<file path="src/rtl/dmem_sramlike_responder_pkg.sv">
// Shared types for the data-memory sram-like responder: FSM states and bus size codes.
package dmem_sramlike_responder_pkg;

  typedef enum logic [1:0] {
    DmrIdle,
    DmrReq,
    DmrWait,
    DmrDone
  } dmr_state_e;

  localparam logic [1:0] SizeB = 2'd0;
  localparam logic [1:0] SizeH = 2'd1;
  localparam logic [1:0] SizeW = 2'd2;

endpackage

</file>
<file path="src/rtl/dmem_sramlike_responder.sv">
// Turns one MEM-stage data access into a single sram-like bus transaction, stalling the
// pipeline until it completes and handing load data back exactly once.
module dmem_sramlike_responder
  import dmem_sramlike_responder_pkg::*;
#(
  parameter int unsigned ADDR_W = 32,
  parameter int unsigned DATA_W = 32
) (
  input  logic                clk,
  input  logic                rst,
  input  logic                cpu_en,
  input  logic                cpu_we,
  input  logic [DATA_W/8-1:0] cpu_sel,
  input  logic [1:0]          cpu_size,
  input  logic [ADDR_W-1:0]   cpu_addr,
  input  logic [DATA_W-1:0]   cpu_wdata,
  input  logic                cpu_flush,
  input  logic                pipe_stall,
  output logic [DATA_W-1:0]   cpu_rdata,
  output logic                stallreq,
  output logic                data_req,
  output logic                data_wr,
  output logic [1:0]          data_size,
  output logic [DATA_W/8-1:0] data_wstrb,
  output logic [ADDR_W-1:0]   data_addr,
  output logic [DATA_W-1:0]   data_wdata,
  input  logic                data_addr_ok,
  input  logic                data_data_ok,
  input  logic [DATA_W-1:0]   data_rdata
);

  localparam int unsigned StrbW = DATA_W / 8;

  dmr_state_e          state_q, state_d;
  logic                kill_q, kill_d;
  logic [DATA_W-1:0]   rdata_q, rdata_d;

  logic                we_q;
  logic [StrbW-1:0]    sel_q;
  logic [1:0]          size_q;
  logic [ADDR_W-1:0]   addr_q;
  logic [DATA_W-1:0]   wdata_q;

  logic                capture;
  logic [StrbW-1:0]    bus_sel;

  // Fields are taken straight from the core in IDLE so a request can issue with zero delay.
  assign capture    = (state_q == DmrIdle) && cpu_en;
  assign data_wr    = (state_q == DmrIdle) ? cpu_we    : we_q;
  assign bus_sel    = (state_q == DmrIdle) ? cpu_sel   : sel_q;
  assign data_size  = (state_q == DmrIdle) ? cpu_size  : size_q;
  assign data_addr  = (state_q == DmrIdle) ? cpu_addr  : addr_q;
  assign data_wdata = (state_q == DmrIdle) ? cpu_wdata : wdata_q;
  assign data_wstrb = data_wr ? bus_sel : {StrbW{1'b1}};
  assign cpu_rdata  = rdata_q;

  always_comb begin
    state_d  = state_q;
    kill_d   = kill_q;
    rdata_d  = rdata_q;
    data_req = 1'b0;
    stallreq = 1'b0;
    unique case (state_q)
      DmrIdle: begin
        data_req = cpu_en;
        stallreq = cpu_en;
        if (cpu_en) begin
          state_d = data_addr_ok ? DmrWait : DmrReq;
        end
      end
      DmrReq: begin
        data_req = 1'b1;
        stallreq = 1'b1;
        if (cpu_flush) begin
          kill_d = 1'b1;
        end
        if (data_addr_ok) begin
          state_d = DmrWait;
        end
      end
      DmrWait: begin
        stallreq = 1'b1;
        if (cpu_flush) begin
          kill_d = 1'b1;
        end
        if (data_data_ok) begin
          kill_d = 1'b0;
          // A flush landing together with data_ok still discards the data.
          if (kill_q || cpu_flush) begin
            state_d = DmrIdle;
          end else begin
            state_d = DmrDone;
            if (!we_q) begin
              rdata_d = data_rdata;
            end
          end
        end
      end
      DmrDone: begin
        if (cpu_flush || !pipe_stall) begin
          state_d = DmrIdle;
        end
      end
      default: state_d = DmrIdle;
    endcase
  end

  always_ff @(posedge clk or negedge rst) begin
    if (!rst) begin
      state_q <= DmrIdle;
      kill_q  <= 1'b0;
      rdata_q <= '0;
    end else begin
      state_q <= state_d;
      kill_q  <= kill_d;
      rdata_q <= rdata_d;
    end
  end

  always_ff @(posedge clk or negedge rst) begin
    if (!rst) begin
      we_q    <= 1'b0;
      sel_q   <= '0;
      size_q  <= SizeB;
      addr_q  <= '0;
      wdata_q <= '0;
    end else if (capture) begin
      we_q    <= cpu_we;
      sel_q   <= cpu_sel;
      size_q  <= cpu_size;
      addr_q  <= cpu_addr;
      wdata_q <= cpu_wdata;
    end
  end

endmodule

</file>
<file path="config.mk">
export PLATFORM = sky130hd
export DESIGN_NAME = dmem_sramlike_responder
export DESIGN_NICKNAME = d
export VERILOG_FILES = /design/src/rtl/dmem_sramlike_responder_pkg.sv /design/src/rtl/dmem_sramlike_responder.sv
export SDC_FILE = /design/constraint.sdc
export NUM_CORES = 1
export LEC_CHECK = 0
export ABC_AREA = 1
export BUFFER_PORTS_ARGS = -buffer_cell sky130_fd_sc_hd__buf_4
export CORE_MARGIN = 4
export CORE_UTILIZATION = 50
export CTS_BUF_LIST = sky130_fd_sc_hd__clkbuf_4 sky130_fd_sc_hd__clkbuf_8
export DETAILED_ROUTE_END_ITERATION = 6
export PLACE_DENSITY = 0.83
export SYNTH_ARGS = -nofsm -noshare
export SYNTH_HDL_FRONTEND = slang
export SYNTH_SLANG_ARGS = --single-unit
</file>
<file path="constraint.sdc">
create_clock -name clk -period 1.8 [get_ports clk]
set_input_delay 0.09 -clock clk [delete_from_list [all_inputs] [get_ports clk]]
set_output_delay 0.09 -clock clk [all_outputs]
set_load 0.05 [all_outputs]
</file>
# Word-level counts from Yosys, hierarchy flattened
# Index checks and enable logic that the tools add are counted.
[word_totals] wordCells=44 out_inout_bits=105 in_bits=110 register_bits=106
[op_classes] eq_ne=7 reduce_logical=9 muxes=18 bitwise_logic=2
[ops] operator="2-to-1 mux 32 bit" n=2
[ops] operator="2-to-1 mux 2 bit" n=7
[ops] operator="2-to-1 mux 4 bit" n=2
[ops] operator="!= test 2 bit, second input constant" n=4
[ops] operator="one-hot mux 2 bit (4 select lines)" n=1
[ops] operator="AND reduction 4 bit" n=2
[ops] operator="one-hot mux 1 bit (2 select lines)" n=3
[ops] operator="== test 2 bit, second input constant" n=2
[ops] operator="2-to-1 mux 1 bit" n=3
[ops] operator="== test 2 x 1 -> 1 bit, second input constant" n=1
[ops] operator="logical NOT 2 bit" n=1
[ops] operator="logical OR 1 bit" n=2
[ops] operator="NOT 1 bit" n=2
[ops] operator="nonzero test 2 bit" n=1
[ops] operator="OR reduction 2 bit" n=1
[ops] operator="logical AND 1 bit" n=1
[ops] operator="logical NOT 1 bit" n=1

# Logic depth before layout (Yosys ltp)
[logic_depth] depth_word=4 ltp_mapped=8 ltp_nobuf=8

# Worst setup path before layout
# Ideal clock, no wire load.
[synth_path] kind="reg2out" from="register state_q[0]" to="output data_addr[31]" setup_slack_ns=-0.512 t_required_ns=1.710 arrival_time_ns=2.222 path_stages_with_launch=7 n_path_buf=2 cell_sequence="dfrtp_1 > inv_1 > ha_1 > inv_2 > buf_6 > buf_6 > o21ai_0"
[synth_via] elab_chain_cells=2
[synth_rtl] element="start: declaration" line_no="dmem_sramlike_responder.sv:34" rtl="dmr_state_e state_q, state_d;"
[synth_rtl] element="start signal: assignment" line_no="dmem_sramlike_responder.sv:110" rtl="state_q <= DmrIdle;"
[synth_rtl] element="start signal: assignment" line_no="dmem_sramlike_responder.sv:114" rtl="state_q <= state_d;"
[synth_rtl] element="logical NOT 2 bit" line_no="dmem_sramlike_responder.sv:52" rtl="assign data_addr = (state_q == DmrIdle) ? cpu_addr : addr_q;"
[synth_rtl] element="2-to-1 mux 32 bit" line_no="dmem_sramlike_responder.sv:52"
[synth_rtl] element="end: declaration" line_no="dmem_sramlike_responder.sv:25" rtl="output logic [ADDR_W-1:0] data_addr,"
# No other way between the ends.

# Worst setup path in the final report
[layout_path] from="register state_q[0]" to="output data_addr[10]"
# Same word-level chain as after synthesis.

==> flow_summary.json <==
{
  "io_buffers": 214,
  "grt_pass1_wl_mm": 24.05,
  "core_um2": 9819,
  "numCtsBuffers": 9,
  "yosysTopAreaCell": "dfrtp_1",
  "power.density_nw_per_um2": 2193,
  "hpwl_mm": 9.854,
  "syn_avg_cell_area_um2": 7.901,
  "clkLatencyLatePin_ns": 0.36,
  "drt_iter0_drc": 388,
  "die_h_um": 108.7,
  "antenna_cells": 0,
  "p_leak_uw": 0.004217,
  "vdd_ir_drop_max_mv": 1.537,
  "synth-seq-area-share": 0.5229,
  "slew_violations": 0,
  "track_usage": 0.2576,
  "critPathCaptureType": "output pin",
  "fillers": 609,
  "wirelength_mm": 15.60,
  "worstSetupPathType": "register to output pin",
  "synth_area_um2": 5072,
  "gp_congestion": 0.8680,
  "vias_per_cell": 5.024,
  "crit_fanout": 25,
  "finalSetupTns_ns": -0.003843,
  "dp_slack_ns": 0.1018,
  "dieArea_um2": 11820,
  "clock_path_buffers": 2,
  "fin_crit_sh": 1.002,
  "first_global_vias": 5154,
  "maxSlewHeadroom": 0.6173,
  "firstDrtPassIters": 5,
  "crit_required_ns": 1.71,
  "ys_ff_latch": 106,
  "root_buffer": "clkbuf_8",
  "wl_per_cell_um": 15.16,
  "rsz0062_at_grt": "yes",
  "setup_viol": 1,
  "period_needed_ns": 1.804,
  "tightest_slew_ns": 0.5740,
  "ys_top_cells_by_area": "dfrtp_1, nand2_1, o21ai_0",
  "area_growth_pct": 55.82,
  "fp.dieW_um": 108.7,
  "clkTransAtPathRegs_ns": 0.10,
  "synth_fp_nets": 759,
  "cts.sinks": 106,
  "fin_ws_ns": -0.003843,
  "regToRegSetupSlack_ns": 0.13,
  "hold_viol": 0,
  "fmax_mhz": 554.4,
  "ctsHtreeMaxLevel": 3,
  "start_kind": "register",
  "synth_cells": 642,
  "violations": "negative setup slack",
  "yosys_warnings": 0,
  "ant_nets": 0,
  "drv_cap": 0,
  "fin_skew_ns": 0.01192,
  "layout.nets": 1009,
  "grt_start_max_net_pins": 107,
  "synth_top_area_share": 0.5229,
  "worstPathArrival_ns": 1.71,
  "layout-drive-gt1-share": 0.3225,
  "drcViolationCount": 0,
  "vias": 5170,
  "cts_tree": "yes",
  "status": "finished, violations left",
  "row_count": 36,
  "overflow": 0,
  "ios": 215,
  "start_util": 0.5166,
  "antenna_found_initial": 0,
  "synth.distinct_cells": 18,
  "min_path_type": "input port to register"
}
sequential cells by signal, indices dropped and copies added (netlist names):
name,flops
addr_q,32
we_q,1
wdata_q,32
state_q,2
sel_q,4
cpu_rdata,32
kill_q,1
size_q,2
cells in the mapped netlist, drive strengths merged:
library cell / number
a21oi: 2
buf: 25
clkbuf: 14
dfrtp: 106
ha: 7
inv: 81
nand2: 221
nand3: 34
nor2: 5
o211ai: 4
o21ai: 142
o21bai: 1
power by group:
group | leakage (uW) | switching (uW) | internal, uW
Sequential | 0.00133 | 630 | 3440
Combinational | 0.00279 | 7880 | 3930
Clock | 0.0000955 | 797 | 650
Total | 0.00422 | 9310 | 8020
routing by layer:
layer	share of wire	wire (um)	global-route usage
met1	0.36	5634	0.2884
met2	0.54	8356	0.4748
met3	0.071	1111	0.05565
met5	0	0	0
met4	0.032	501	0.1019
stage by stage:
step | utilization | power, uW | cells | hold WS (ns) | cell area [um^2]
5_1_grt | 0.8049 | 18240 | 1029 | 0.006786 | 7904
4_1_cts | 0.7796 | 16630 | 1028 | 0.00008060 | 7655
3_3_place_gp | 0.6937 | 14260 | 963 | 0.2004 | 6812
2_1_floorplan | - | 11480 | 642 | -0.2056 | 5114
3_5_place_dp | 0.6937 | 14480 | 963 | 0.2063 | 6812
6_report | 0.8049 | 17330 | 1029 | 0.005335 | 7904
area by class of cell:
type / instances / area, um^2 / area share
flip-flops and latches: 106 / 2655 / 0.3359
repair buffers: 278 / 2522 / 0.3191
multi-input cells: 416 / 2058 / 0.2604
inverters: 81 / 314.1 / 0.03973
well taps: 133 / 166.4 / 0.02105
clock buffers: 10 / 131.4 / 0.01662
clock inverters: 5 / 56.30 / 0.007124
worst max-delay path: stages, from the launching register on:
cell     delay [ns]
dfrtp_2        0.39
inv_2          0.06
ha_4           0.17
inv_8          0.13
buf_8          0.19
nand2_1        0.08
o21ai_1        0.14
buf_6          0.19
cells by family (layout without fill, tap and decap cells):
logic type / after synthesis / in the layout / share of synthesized area
AND/OR/NAND/NOR: 260 / 260 / 0.2023
AO/OA/AOI/OAI: 149 / 149 / 0.1502
buffers and inverters: 120 / 374 / 0.1073
adder cells (fa/ha/maj): 7 / 7 / 0.01727
flip-flops: 106 / 106 / 0.5229
worst paths after layout:
path,endpoint,cells past startpoint,startpoint
setup / recovery,data_addr[10],7,state_q[0]
hold / removal,wdata_q[16],3,cpu_wdata[16]
setup reg to reg,cpu_rdata[14],10,state_q[0]
hold reg to reg,cpu_rdata[21],2,cpu_rdata[21]
max in group asynchronous,state_q[1],3,rst
min in group asynchronous,wdata_q[23],3,rst
cell usage in the layout (no fill, tap or decap), drive strengths merged:
cell type    instances
nand2              221
clkinv               3
buf                234
nand3               34
ha                   7
o21ai              142
clkbuf              10
clkinvlp             1
a21oi                2
inv                 81
o21bai               1
dfrtp              106
o211ai               4
nor2                 5
dlygate4sd3         44
bufinv               1
what timing repair did:
action                     in CTS  in global routing
buffers inserted                5                  0
cloned                          2                  0
hold endpoints to repair      148                  1
pin swaps                       3                  7
gates resized for setup        35                 62
hold buffers                   43                  1
setup endpoints to repair      71                 63
Note: power is estimated with default switching activity, not from simulation.
